[config.mk]
export PLATFORM = sky130hd
export DESIGN_NAME = div_iter
export DESIGN_NICKNAME = d
export VERILOG_FILES = /design/src/rtl/div_iter.sv
export SDC_FILE = /design/constraint.sdc
export NUM_CORES = 1
export LEC_CHECK = 0
export CORE_MARGIN = 8
export CORE_UTILIZATION = 50
export CTS_CLUSTER_SIZE = 14
export DETAILED_ROUTE_END_ITERATION = 6
export HOLD_SLACK_MARGIN = 0.1
export PLACE_DENSITY = 0.74
export SKIP_CTS_REPAIR_TIMING = 1
export SLEW_MARGIN = 20
export SYNTH_ARGS = -nofsm -noshare
export SYNTH_HDL_FRONTEND = slang
export SYNTH_SLANG_ARGS = --single-unit
[constraint.sdc]
create_clock -name clk -period 6.89 [get_ports clk]
set_input_delay 1.378 -clock clk [delete_from_list [all_inputs] [get_ports clk]]
set_output_delay 1.378 -clock clk [all_outputs]
set_load 0.02 [all_outputs]
[src/rtl/div_iter.sv]
// Iterative signed restoring divider, MIPS DIV semantics: quotient on div_low_out, remainder on div_high_out.
// Optional DIV_EARLY_TERM_EN: operations with |A| < |B| finish right after PREP.
module div_iter #(
  parameter int WIDTH = 32
) (
  input  logic             clk,
  input  logic             reset,
  input  logic             DivCtrl,
  input  logic [WIDTH-1:0] A,
  input  logic [WIDTH-1:0] B,
  output logic [WIDTH-1:0] div_high_out,
  output logic [WIDTH-1:0] div_low_out,
  output logic             div_end,
  output logic             div_zero
);
  localparam int CW = $clog2(WIDTH);

  typedef enum logic [2:0] {S_IDLE, S_PREP, S_ITER, S_FIX, S_DONE} state_t;

  state_t           r_state, w_next;
  logic             r_divctrl_q, r_zero, r_sign_q, r_sign_r;
  logic [WIDTH-1:0] r_a, r_b, r_quo;
  logic [WIDTH:0]   r_rem, r_absb;
  logic [CW-1:0]    r_cnt;
  logic             w_start, w_early, w_last;
  logic [WIDTH:0]   w_sa, w_sb, w_absa, w_absb, w_shift, w_trial;

  assign w_start = DivCtrl & ~r_divctrl_q;
  assign w_last  = (r_cnt == CW'(WIDTH-1));

  // One extra bit so |0x80000000| is exact
  assign w_sa   = {r_a[WIDTH-1], r_a};
  assign w_sb   = {r_b[WIDTH-1], r_b};
  assign w_absa = r_a[WIDTH-1] ? (~w_sa + 1'b1) : w_sa;
  assign w_absb = r_b[WIDTH-1] ? (~w_sb + 1'b1) : w_sb;

  assign w_shift = {r_rem[WIDTH-1:0], r_quo[WIDTH-1]};
  assign w_trial = w_shift - r_absb;

`ifdef DIV_EARLY_TERM_EN
  assign w_early = (w_absa < w_absb);
`else
  assign w_early = 1'b0;
`endif

  assign div_end  = (r_state == S_DONE);
  assign div_zero = (r_state == S_DONE) & r_zero;

  always_comb begin
    w_next = r_state;
    case (r_state)
      S_IDLE: if (w_start) w_next = (B == '0) ? S_DONE : S_PREP;
      S_PREP: w_next = w_early ? S_DONE : S_ITER;
      S_ITER: if (w_last) w_next = S_FIX;
      S_FIX:  w_next = S_DONE;
      S_DONE: w_next = S_IDLE;
      default: w_next = S_IDLE;
    endcase
  end

  always_ff @(posedge clk) begin
    if (!reset) begin
      r_state      <= S_IDLE;
      r_divctrl_q  <= 1'b0;
      r_zero       <= 1'b0;
      r_sign_q     <= 1'b0;
      r_sign_r     <= 1'b0;
      r_a          <= '0;
      r_b          <= '0;
      r_quo        <= '0;
      r_rem        <= '0;
      r_absb       <= '0;
      r_cnt        <= '0;
      div_high_out <= '0;
      div_low_out  <= '0;
    end else begin
      r_state     <= w_next;
      r_divctrl_q <= DivCtrl;
      case (r_state)
        S_IDLE: if (w_start) begin
          r_a    <= A;
          r_b    <= B;
          r_zero <= (B == '0);
        end
        S_PREP: begin
          r_absb   <= w_absb;
          r_quo    <= w_absa[WIDTH-1:0];
          r_rem    <= '0;
          r_sign_q <= r_a[WIDTH-1] ^ r_b[WIDTH-1];
          r_sign_r <= r_a[WIDTH-1];
          r_cnt    <= '0;
          if (w_early) begin
            div_low_out  <= '0;
            div_high_out <= r_a;
          end
        end
        S_ITER: begin
          // Trial subtraction; the sign bit of the WIDTH+1 result selects keep vs restore
          if (!w_trial[WIDTH]) begin
            r_rem <= w_trial;
            r_quo <= {r_quo[WIDTH-2:0], 1'b1};
          end else begin
            r_rem <= w_shift;
            r_quo <= {r_quo[WIDTH-2:0], 1'b0};
          end
          r_cnt <= w_last ? '0 : r_cnt + 1'b1;
        end
        S_FIX: begin
          div_low_out  <= r_sign_q ? (~r_quo + 1'b1) : r_quo;
          div_high_out <= r_sign_r ? (~r_rem[WIDTH-1:0] + 1'b1) : r_rem[WIDTH-1:0];
        end
        default: ;
      endcase
    end
  end

endmodule

==> flow_metrics.py <==
metrics = {
    "sta": {
        "grt_setup_unrepaired": "no",
        "max_freq_mhz": 262,
        "drv_slew": 0,
        "tightest_slew_ps": 1070,
        "hold_slack_ps": 462,
        "setup_viol": 0,
        "finClkSkew_ps": 11.3,
        "period_share": 0.553,
        "setup_tns_ps": 0,
        "final-hold-violation-count": 0,
        "slew_headroom": 0.287,
        "period_needed_ps": 3810,
    },
    "global_routing": {
        "grt_pass1_vias": 11338,
        "grt_max_degree": 88,
        "grt_pass1_wl_um": 59900,
        "antenna_found_initial": 0,
        "grt.overflow.total": 0,
        "grt_usage": 0.217,
    },
    "floorplan": {
        "start_util": 0.507,
        "core_area_mm2": 0.0268,
        "dieArea_mm2": 0.0327,
        "placementRows": 60,
        "die_x_um": 181,
        "die_h_um": 181,
        "io_pins": 133,
    },
    "setup_path": {
        "endpoint_kind": "register",
        "reg2reg_from": "r_rem[16]",
        "worst-path-max-fanout": 38,
        "cp_data_required_time_ps": 7320,
        "cp.buffers_inverters": 0,
        "r2r-end": "r_rem[21]",
        "crit_slowest_cell": "xnor3_2",
        "path_delay_family": "compound AO/OA/AOI/OAI gates",
        "cp.arrival_ps": 4240,
        "crit_chain": "ha_1 > a21oi_1 > o21ai_1 > a311o_1 > or3_1 > a311oi_2 > xnor3_2 > a21bo_2 > a32o_1",
        "startpoint_type": "register",
        "max_stage_delay_ps": 950,
        "r2r_slack_ps": 3080,
        "worst-setup-path-type": "register to register",
        "reg2reg_depth": 9,
    },
    "layout": {
        "antenna_cells": 0,
        "drive_gt1_frac": 0.0467,
        "fin_area_mm2": 0.0159,
        "area_delta_synth_final_pct": 16.7,
        "most-common-layout-cells": "nand2_1 (344), dfxtp_1 (236), clkdlybuf4s50_1 (131)",
        "nets": 1841,
        "layout_commonest_cell": "nand2_1",
    },
    "clock_network": {
        "h-tree-depth": 1,
        "clk_latency_ps": 530,
        "tritoncts": "built",
        "clkSinkCount": 237,
        "tritoncts.num_buffers": 26,
        "path_clk_slew_ps": 60,
        "clock_path_buffers": 3,
        "root_buffer": "clkbuf_16",
    },
    "logic_synthesis": {
        "yosysSeqAreaShare": 0.349,
        "ys_top_cells_by_area": "dfxtp_1 (35%), nand2_1 (9.5%), xor2_1 (5.9%)",
        "synthFlopType": "dfxtp_1",
        "postSynth.asyncResetShare": 0,
        "ys_seq_elements": 237,
        "synth_top_area_share": 0.349,
        "ys_types": 64,
        "yosys_warnings": 0,
        "synth-edff-count": 0,
        "syn_inst": 1673,
        "syn_nets": 1779,
        "syn_area_mm2": 0.0136,
        "synth.avg_cell_area_um2": 8.12,
        "yosysTopAreaCell": "dfxtp_1",
    },
    "worst_hold_path": {
        "hold_path_class": "register to register",
        "worstHoldStart": "r_absb[17]",
        "hold_end": "r_absb[17]",
        "min_path_cells": 2,
    },
    "placement": {
        "hpwlAfterDp_um": 27400,
        "place.gp.congestion": 0.897,
        "placed_cell_area_mm2": 0.0150,
        "port-buffer-count": 132,
    },
    "power_and_ir_drop": {
        "powerDensity_mw_per_mm2": 285,
        "p_leak_nw": 6.91,
        "irDropWorstVdd_uv": 290,
    },
    "drt": {
        "ant_nets": 0,
        "firstDrtPassIters": 5,
        "vias": 12149,
        "drt_iter0_drc": 962,
        "remaining_drc_errors": 0,
        "via_per_inst": 5.80,
        "wl_per_cell_um": 17.5,
        "drt-total-wl_um": 36800,
    },
    "run": {
        "cap_violations": 0,
    },
    "status": {
        "outcome": "complete, no violations",
    },
}
-- cells by family after synthesis --
group           share of synthesized area
mux                                0.0222
buf+inv                            0.0458
compound gates                      0.249
fa+ha+maj                          0.0365
flops                               0.349
xor+xnor                           0.0932
simple gates                        0.204
-- cell type report --
class                   instances  area, um2
clock buffers                  30        686
repair buffers                144       1420
well taps                     341        427
clock inverters                18        146
inverters                      49        184
flip-flops and latches        237       4750
fillers                      2440      10900
multi-input cells            1277       8250
-- layer usage --
metal | part of all wire | GRT usage | vias up
li1 | - | - | 6062
met1 | 0.50 | 0.320 | 5693
met2 | 0.42 | 0.329 | 348
met3 | 0.060 | 0.0323 | 46
met4 | 0.016 | 0.0423 | 0
met5 | 0 | 0 | -
-- per-stage QoR --
step	worst slack, ps	std cells	util	total power (W)
global route	2830	2096	0.592	0.00477
global placement	3220	2047	0.560	0.00316
floorplan	3970	1673	-	0.00283
detailed placement	3110	2047	0.560	0.00318
CTS	3100	2095	0.591	0.00452
finish	3080	2096	0.592	0.00452
-- worst reg2reg max path: stages, from the launching register on --
cell and delay, ps:
dfxtp_1 460, ha_1 370, a21oi_1 190, o21ai_1 110
a311o_1 390, or3_1 330, a311oi_2 340, xnor3_2 950
a21bo_2 320, a32o_1 240
-- registers in the layout, summed over array words and instances (netlist names) --
register / flops
div_high_out: 32
div_low_out: 32
r_a: 32
r_absb: 33
r_b: 32
r_cnt: 5
r_divctrl_q: 1
r_quo: 32
r_rem: 32
r_sign_q: 1
r_sign_r: 1
r_state: 3
r_zero: 1
-- how the worst max path moves through the flow --
stage                         start        end  slack [ps]  cells after the start
after floorplan           r_rem[18]  r_rem[30]        3970                     10
after global placement    r_rem[21]  r_rem[21]        3220                      9
after detailed placement  r_rem[16]  r_rem[21]        3110                      9
after CTS                 r_rem[16]  r_rem[21]        3100                      9
after global routing      r_rem[16]  r_rem[30]        2830                      9
final                     r_rem[16]  r_rem[21]        3080                      9
-- power breakdown --
part | total [W] | leakage (nW) | switching (W) | internal (W)
clock | 0.00134 | 0.408 | 0.000585 | 0.000759
sequential | 0.00154 | 1.92 | 0.000102 | 0.00144
combinational | 0.00163 | 4.58 | 0.000934 | 0.000694
total | 0.00452 | 6.91 | 0.00162 | 0.00289
-- synthesized netlist by cell type (7+ instances only) --
cell type,instances
nand3b_1,8
nand2b_1,11
o41ai_1,20
inv_1,49
nand4_1,16
a21o_1,9
a21boi_0,86
a21oi_1,60
nor2b_1,14
or2_2,7
or3_1,10
and3_1,17
nor3_1,24
xnor2_1,51
o211a_1,77
a22oi_1,33
or4_1,17
ha_1,38
nand3_1,20
o21ai_0,98
dfxtp_1,237
clkbuf_1,96
nor2_1,39
o211ai_1,12
buf_1,9
o31ai_1,35
xor2_1,91
nand2_1,344
mux2i_1,29
and2_1,28
nor4_1,18
Note: power is estimated with default switching activity, not from simulation.
